[src/rtl/ffd_linha_atraso.sv]
// Enable-gated delay line: DEPTH stages of WIDTH-bit words with valid bits,
// a run-time selectable tap and a count of valid words in flight.
module ffd_linha_atraso #(
  parameter  int WIDTH = 8,
  parameter  int DEPTH = 4,
  localparam int AW    = $clog2(DEPTH + 1)
) (
  input  logic             clk,
  input  logic             rst,
  input  logic             habilita,
  input  logic             limpa,
  input  logic [WIDTH-1:0] dados,
  input  logic             dados_validos,
  input  logic [AW-1:0]    atraso,
  output logic [WIDTH-1:0] saida,
  output logic             saida_valida,
  output logic [AW-1:0]    ocupacao
);

  localparam logic [AW-1:0] DEPTH_AW = AW'(DEPTH);

  logic [WIDTH-1:0] estagio_r [DEPTH];
  logic [DEPTH-1:0] valido_r;
  logic [AW-1:0]    ocupacao_r;
  logic [AW-1:0]    tap_s;
  logic [AW-1:0]    ocupacao_prox_s;

  // Shift register stages, valid bits and occupancy counter
  always_ff @(posedge clk or negedge rst) begin
    if (!rst) begin
      for (int k = 0; k < DEPTH; k++) begin
        estagio_r[k] <= '0;
      end
      valido_r   <= '0;
      ocupacao_r <= '0;
    end else if (limpa) begin
      for (int k = 0; k < DEPTH; k++) begin
        estagio_r[k] <= '0;
      end
      valido_r   <= '0;
      ocupacao_r <= '0;
    end else if (habilita) begin
      estagio_r[0] <= dados;
      valido_r[0]  <= dados_validos;
      for (int k = 1; k < DEPTH; k++) begin
        estagio_r[k] <= estagio_r[k-1];
        valido_r[k]  <= valido_r[k-1];
      end
      ocupacao_r <= ocupacao_prox_s;
    end else begin
      ocupacao_r <= ocupacao_r;
    end
  end

  // Word entering and word leaving on the same edge cancel out
  always_comb begin
    ocupacao_prox_s = ocupacao_r + AW'(dados_validos) - AW'(valido_r[DEPTH-1]);
  end

  // Clamp the requested delay into 1..DEPTH and convert to a stage index
  always_comb begin
    tap_s = '0;
    if (atraso == {AW{1'b0}}) begin
      tap_s = '0;
    end else if (atraso > DEPTH_AW) begin
      tap_s = DEPTH_AW - AW'(1);
    end else begin
      tap_s = atraso - AW'(1);
    end
  end

  // Tap mux, written as a compare loop so the index width never exceeds the array
  always_comb begin
    saida        = '0;
    saida_valida = 1'b0;
    for (int k = 0; k < DEPTH; k++) begin
      if (tap_s == AW'(k)) begin
        saida        = estagio_r[k];
        saida_valida = valido_r[k];
      end else begin
        saida        = saida;
        saida_valida = saida_valida;
      end
    end
  end

  assign ocupacao = ocupacao_r;

endmodule

[config.mk]
export PLATFORM = sky130hd
export DESIGN_NAME = ffd_linha_atraso
export DESIGN_NICKNAME = d
export VERILOG_FILES = /design/src/rtl/ffd_linha_atraso.sv
export SDC_FILE = /design/constraint.sdc
export NUM_CORES = 1
export LEC_CHECK = 0
export ABC_AREA = 1
export CORE_MARGIN = 8
export CORE_UTILIZATION = 50
export DETAILED_ROUTE_END_ITERATION = 6
export PLACE_DENSITY_LB_ADDON = 0.08
export SYNTH_ARGS = -nofsm -noshare
export SYNTH_HDL_FRONTEND = slang
export SYNTH_SLANG_ARGS = --single-unit
[constraint.sdc]
create_clock -name clk -period 1.9 [get_ports clk]
set_input_delay 0.19 -clock clk [delete_from_list [all_inputs] [get_ports clk]]
set_output_delay 0.19 -clock clk [all_outputs]
set_load 0.005 [all_outputs]
==> impl_metrics.json, run 1 <==
{
  "slew_headroom_pct": 68.7,
  "n_fill_cell": 280,
  "ir_worst_vdd_mv": 0.398,
  "diodes": 0,
  "first_pass_iters": 4,
  "combPwrFrac_pct": 21.6,
  "clock_sink_count": 39,
  "synth_fp_nets": 253,
  "startpoint_type": "input port",
  "cp.buffers_inverters": 6,
  "core_area_mm2": 0.00372,
  "reg2reg_to": "ocupacao[2]",
  "worstRegToRegCells": 8,
  "cp.arrival_ns": 1.62,
  "path_max_fanout": 5,
  "grt_usage_pct": 18.4,
  "max_slew.worst_pin.slew_ns": 0.469,
  "wl_mm": 5.27,
  "grt_overflow": 0,
  "cts_made_buffers": 5,
  "synth-seq-cells": 39,
  "antenna_found_initial": 0,
  "synth_cell_type_count": 24,
  "hold_slack_ns": 0.387,
  "yosysWarnings": 0,
  "finalHoldViolCount": 0,
  "drive_gt1_share_pct": 22.6,
  "critical_path.cell_chain": "dlygate4sd2_1, inv_2, ha_4, buf_6, nand2_2, nand2_4, buf_4, buf_6, nand4_1, nand2_1, nand2_1, nand2_1, buf_2",
  "final_cell_mix": "inv_1 (43), nand2_1 (39), dfrtp_1 (39)",
  "dieHeight_um": 78.6,
  "path_common_cell": "nand2_1",
  "hold_path_class": "in2async",
  "setup.worst_path.class": "in2out",
  "grt_max_degree": 40,
  "skew_ns": 0.00732,
  "p_seq_share_pct": 45.6,
  "grt_pass1_wl_mm": 9.11,
  "synth_area_leaders": "dfrtp_1 (50%), o22ai_1 (9.3%), inv_1 (8.6%)",
  "final-setup-viol-count": 0,
  "rows": 22,
  "cts_root_buf": "clkbuf_8",
  "power_leakage_nw": 1.26,
  "io_pins": 28,
  "cp_top_family": "buffers and inverters",
  "drt_iter0_drc": 114,
  "postRouteAntennaNets": 0,
  "maxCapViolCount": 0,
  "timing.rr.start": "ocupacao[0]",
  "dpl_cell_area_mm2": 0.00237,
  "drc_errors": 0,
  "cts_max_level": 2,
  "switchingPower_mw": 0.520,
  "fmax_ghz": 0.553,
  "dieArea_mm2": 0.00618,
  "synthCells": 232,
  "p_sw_share_pct": 27.3,
  "wl_per_cell_um": 15.7,
  "grt_pass1_vias": 1940,
  "slowest_stage": "dlygate4sd2_1",
  "min_period_over_period_pct": 95.1,
  "critPathMaxStageDelay_ns": 0.24,
  "ys_seq_area_share_pct": 49.8,
  "clk_latency_ns": 0.30,
  "portBuffers": 27,
  "synth_top_area_share_pct": 49.8,
  "via_per_inst": 5.36,
  "synth_area_leader_cell": "dfrtp_1",
  "die_w_um": 78.6,
  "cts_buffer_depth": 2,
  "avgSynthCellArea_um2": 8.45,
  "nNetsFinal": 307,
  "netlist_area_mm2": 0.00196,
  "clockPowerShare_pct": 32.8,
  "tns_ns": 0,
  "r2r_slack_ns": 0.21,
  "cts_tree": "built",
  "critical_path_required_ns": 1.71,
  "status": "complete, no violations",
  "fin_area_mm2": 0.00269,
  "endpoint_kind": "output port",
  "hpwl_mm": 3.03,
  "clk_pin_slew_ns": 0.07,
  "initial_core_util_pct": 52.8,
  "synthToLayoutAreaGrowth_pct": 37.2,
  "p_per_area_mw_per_mm2": 708,
  "internal_power_mw": 1.39,
  "vias": 1797,
  "mostFrequentLayoutCell": "inv_1",
  "slew_viol_final": 0,
  "routabilityCongestion": 0.799,
  "period_minus_slack_ns": 1.81
}
==> synthesized netlist by cell type <==
| master | instances |
|---|---|
| a21oi_2 | 1 |
| a21oi_4 | 1 |
| buf_1 | 1 |
| buf_2 | 3 |
| buf_4 | 1 |
| buf_6 | 1 |
| clkbuf_1 | 6 |
| dfrtp_1 | 39 |
| fa_1 | 1 |
| ha_1 | 4 |
| inv_1 | 45 |
| inv_2 | 2 |
| nand2_1 | 42 |
| nand2_2 | 3 |
| nand3_1 | 19 |
| nand4_1 | 9 |
| nor2_4 | 1 |
| o21ai_0 | 18 |
| o21ai_1 | 2 |
| o21ai_2 | 1 |
| o22ai_1 | 29 |
| or2_1 | 1 |
| xnor2_1 | 1 |
| xor2_1 | 1 |
==> cell type report <==
| class | instances | area, um2 | share of cell area (%) |
|---|---|---|---|
| Clock buffer | 8 | 100 | 3.72 |
| Inverter | 47 | 179 | 6.65 |
| Multi-Input combinational cell | 135 | 813 | 30.2 |
| Sequential cell | 39 | 976 | 36.3 |
| Tap cell | 48 | 60.1 | 2.23 |
| Timing Repair Buffer | 58 | 562 | 20.9 |
==> metal layers <==
metal,up-vias,track usage (%),part of all wire (%)
li1,874,-,-
met1,852,22.2,42
met2,61,30.2,50
met3,10,3.42,5.3
met4,0,10.6,1.8
met5,-,0,0
==> power groups by stage <==
stage | sequential (mW) | combinational (mW) | clock, mW
after global placement | 0.884 | 0.318 | 0
after floorplan | 0.882 | 0.158 | 0
final | 0.870 | 0.411 | 0.625
after detailed placement | 0.884 | 0.324 | 0
after global routing | 0.873 | 0.451 | 0.667
after CTS | 0.869 | 0.391 | 0.633
==> worst reg2reg max path: cells and delay by family (launching register included) <==
kind | cells | cell delay (ns)
adders and majority gates | 3 | 0.79
buffers and inverters | 3 | 0.18
AOI/OAI and AO/OA | 1 | 0.08
xor gates and xnor gates | 1 | 0.16
DFF | 1 | 0.36
==> cells by family after synthesis <==
group                      share of synthesized area (%)
buffers and inverters                               12.1
xor gates and xnor gates                           0.894
AOI/OAI and AO/OA                                   16.1
and+or+nand+nor                                     17.6
DFF                                                 49.8
adders and majority gates                           3.57
==> timing repair <==
action | CTS | global route
endpoints found under the setup margin | 9 | 6
hold endpoints to repair | 19 | 0
hold buffers | 1 | 0
pin swaps | 12 | 5
resized for setup | 59 | 6
gates cloned | 3 | 0
buffers inserted | 11 | 5
==> how the worst max path moves through the flow <==
stage | slack, ns | to | cells after the start | from
2_1_floorplan | 0.31 | ocupacao[2] | 8 | ocupacao[0]
3_3_place_gp | -0.52 | saida[0] | 10 | atraso[0]
3_5_place_dp | -0.59 | saida[3] | 10 | atraso[0]
4_1_cts | 0.06 | saida[5] | 11 | atraso[0]
5_1_grt | -0.007 | saida[6] | 13 | atraso[1]
6_report | 0.09 | saida[7] | 13 | atraso[1]
==> flip-flops by register name (all words and copies together) (netlist names) <==
register / cells
valido_r: 4
estagio_r: 32
ocupacao: 3
==> per-stage QoR <==
step	setup WS [ns]	utilization, %	instances	power, mW
CTS	0.0612	71.2	330	1.89
detailed placement	-0.591	63.7	307	1.21
floorplan	0.306	-	232	1.04
finish	0.0930	72.4	335	1.91
global placement	-0.517	63.7	307	1.20
global route	-0.00682	72.4	335	1.99
(Power assumes the default switching activity.)
==> run 2, diff against run 1 <==
GPL_TIMING_DRIVEN = 1   (was unset)
RECOVER_POWER = 50   (was unset)
==> impl_metrics.json, run 2 (synthesized netlist as in run 1, its figures left out) <==
{
  "cts_made_buffers": 5,
  "p_per_area_mw_per_mm2": 710,
  "use_met1_pct": 22.2,
  "postRouteAntennaNets": 0,
  "diodes": 0,
  "hpwl_mm": 3.03,
  "drc_errors": 0,
  "routabilityCongestion": 0.799,
  "grt_pass1_vias": 1940,
  "wl_per_cell_um": 15.7,
  "dieHeight_um": 78.6,
  "drive_gt1_share_pct": 22.3,
  "met3_usage_pct": 3.42,
  "slew_headroom_pct": 24.9,
  "largest_reg_flops": 32,
  "initial_core_util_pct": 52.8,
  "p_total_mw": 1.90,
  "final_cell_mix": "inv_1 (43), nand2_1 (39), dfrtp_1 (39)",
  "slew_viol_final": 0,
  "grt_max_degree": 40,
  "final-setup-viol-count": 0,
  "rows": 22,
  "grt_use_met2_pct": 30.2,
  "drt_iter0_drc": 103,
  "top_register": "estagio_r",
  "dpl_cell_area_mm2": 0.00237,
  "fmax_ghz": 0.553,
  "clk_pin_slew_ns": 0.07,
  "die_w_um": 78.6,
  "endpoint_kind": "output port",
  "finalHoldViolCount": 0,
  "critical_path_required_ns": 1.71,
  "fin_area_mm2": 0.00267,
  "internal_power_mw": 1.38,
  "cts_tree": "built",
  "tns_ns": 0,
  "grt_overflow": 0,
  "cts_root_buf": "clkbuf_8",
  "r2r_slack_ns": 0.19,
  "mostFrequentLayoutCell": "inv_1",
  "status": "complete, no violations",
  "nNetsFinal": 307,
  "n_fill_cell": 283,
  "antenna_found_initial": 0,
  "skew_ns": 0.00724,
  "clock_sink_count": 39,
  "power_leakage_nw": 1.25,
  "portBuffers": 27,
  "synthToLayoutAreaGrowth_pct": 36.4,
  "setup.worst_path.class": "in2out",
  "io_pins": 28,
  "period_minus_slack_ns": 1.81,
  "maxCapViolCount": 0,
  "switchingPower_mw": 0.516,
  "p_seq_share_pct": 45.8,
  "wl_mm": 5.26,
  "max_slew.worst_pin.slew_ns": 1.13,
  "layout.area.seq_um2": 976,
  "startpoint_type": "input port",
  "min_period_over_period_pct": 95.1,
  "clk_latency_ns": 0.29,
  "cp.arrival_ns": 1.62,
  "combPwrFrac_pct": 21.4,
  "grt_usage_pct": 18.4,
  "clockPowerShare_pct": 32.7,
  "ir_worst_vdd_mv": 0.398,
  "path_max_fanout": 5,
  "grt.busiest_layer": "met2",
  "hold_path_class": "in2reg",
  "grt_pass1_wl_mm": 9.11,
  "via_per_inst": 5.32,
  "core_area_mm2": 0.00372,
  "cts_buffer_depth": 2,
  "first_pass_iters": 5,
  "vias": 1781,
  "multi_input_comb_area_um2": 813,
  "dieArea_mm2": 0.00618,
  "cts_max_level": 2,
  "p_sw_share_pct": 27.2
}
==> run 2: cell types whose count changed in the layout (fill, tap and decap cells not counted) <==
cell / previous run / this run
clkbuf_2: 1 / 2
clkdlybuf4s50_1: 14 / 13
buf_12: 5 / 4
dlygate4sd3_1: 1 / 2
buf_2: 9 / 8
clkbuf_1: 1 / 2
==> run 2: layout make-up <==
type / instances / share of cell area (%)
multi-input cells: 135 / 30.4
repair buffers: 58 / 20.4
inverters: 47 / 6.69
clock buffers: 8 / 3.74
flip-flops and latches: 39 / 36.5
well taps: 48 / 2.25
==> run 2: worst paths after layout <==
path | start | depth (start not counted) | to
max in group asynchronous | rst | 2 | estagio_r[1]
worst max-delay path | atraso[1] | 13 | saida[7]
worst min-delay path | dados[0] | 3 | estagio_r[24]
worst min register to register | estagio_r[5] | 2 | estagio_r[5]
worst max register to register | ocupacao[0] | 8 | ocupacao[2]
min in group asynchronous | rst | 2 | estagio_r[26]
==> run 2: power groups by stage <==
stage               logic (mW)  clock network (mW)  registers [mW]
floorplan                0.158                   0           0.882
global placement         0.318                   0           0.884
detailed placement       0.324                   0           0.884
CTS                      0.391               0.633           0.869
global route             0.446               0.667           0.873
finish                   0.407               0.621           0.870
==> run 2: what timing repair did <==
item	CTS	global route
resized for setup	59	6
buffers inserted	11	5
cloned	3	0
endpoints found under the setup margin	9	6
endpoints found under the hold margin	19	0
hold buffers	1	0
pin swaps	12	5
==> run 2: routing by layer <==
metal / vias to the layer above / wire length [um]
li1: 873 / -
met1: 834 / 2240
met2: 62 / 2610
met3: 12 / 289
met4: 0 / 116
met5: - / 0
==> run 2: worst max-delay path, stage by stage <==
cell	delay, ns
dlygate4sd2_1	0.24
inv_2	0.10
ha_4	0.20
buf_6	0.12
nand2_2	0.06
nand2_4	0.09
buf_4	0.12
buf_6	0.11
nand4_1	0.09
nand2_1	0.09
nand2_1	0.05
nand2_1	0.05
buf_2	0.10
==> run 2: per-stage QoR <==
stage	util (%)	setup slack, ns	hold slack, ns	cells
final	72.0	0.0924	0.480	335
after global routing	72.0	-0.00682	0.510	335
after CTS	71.2	0.0612	0.377	330
after detailed placement	63.7	-0.591	0.168	307
after global placement	63.7	-0.517	0.170	307
after floorplan	-	0.306	-0.106	232
==> run 3, diff against run 2 <==
GPL_ROUTABILITY_DRIVEN = 0   (was unset)
==> results of run 3 <==
No change in the layout: final DEF, timing and power equal those of run 2.
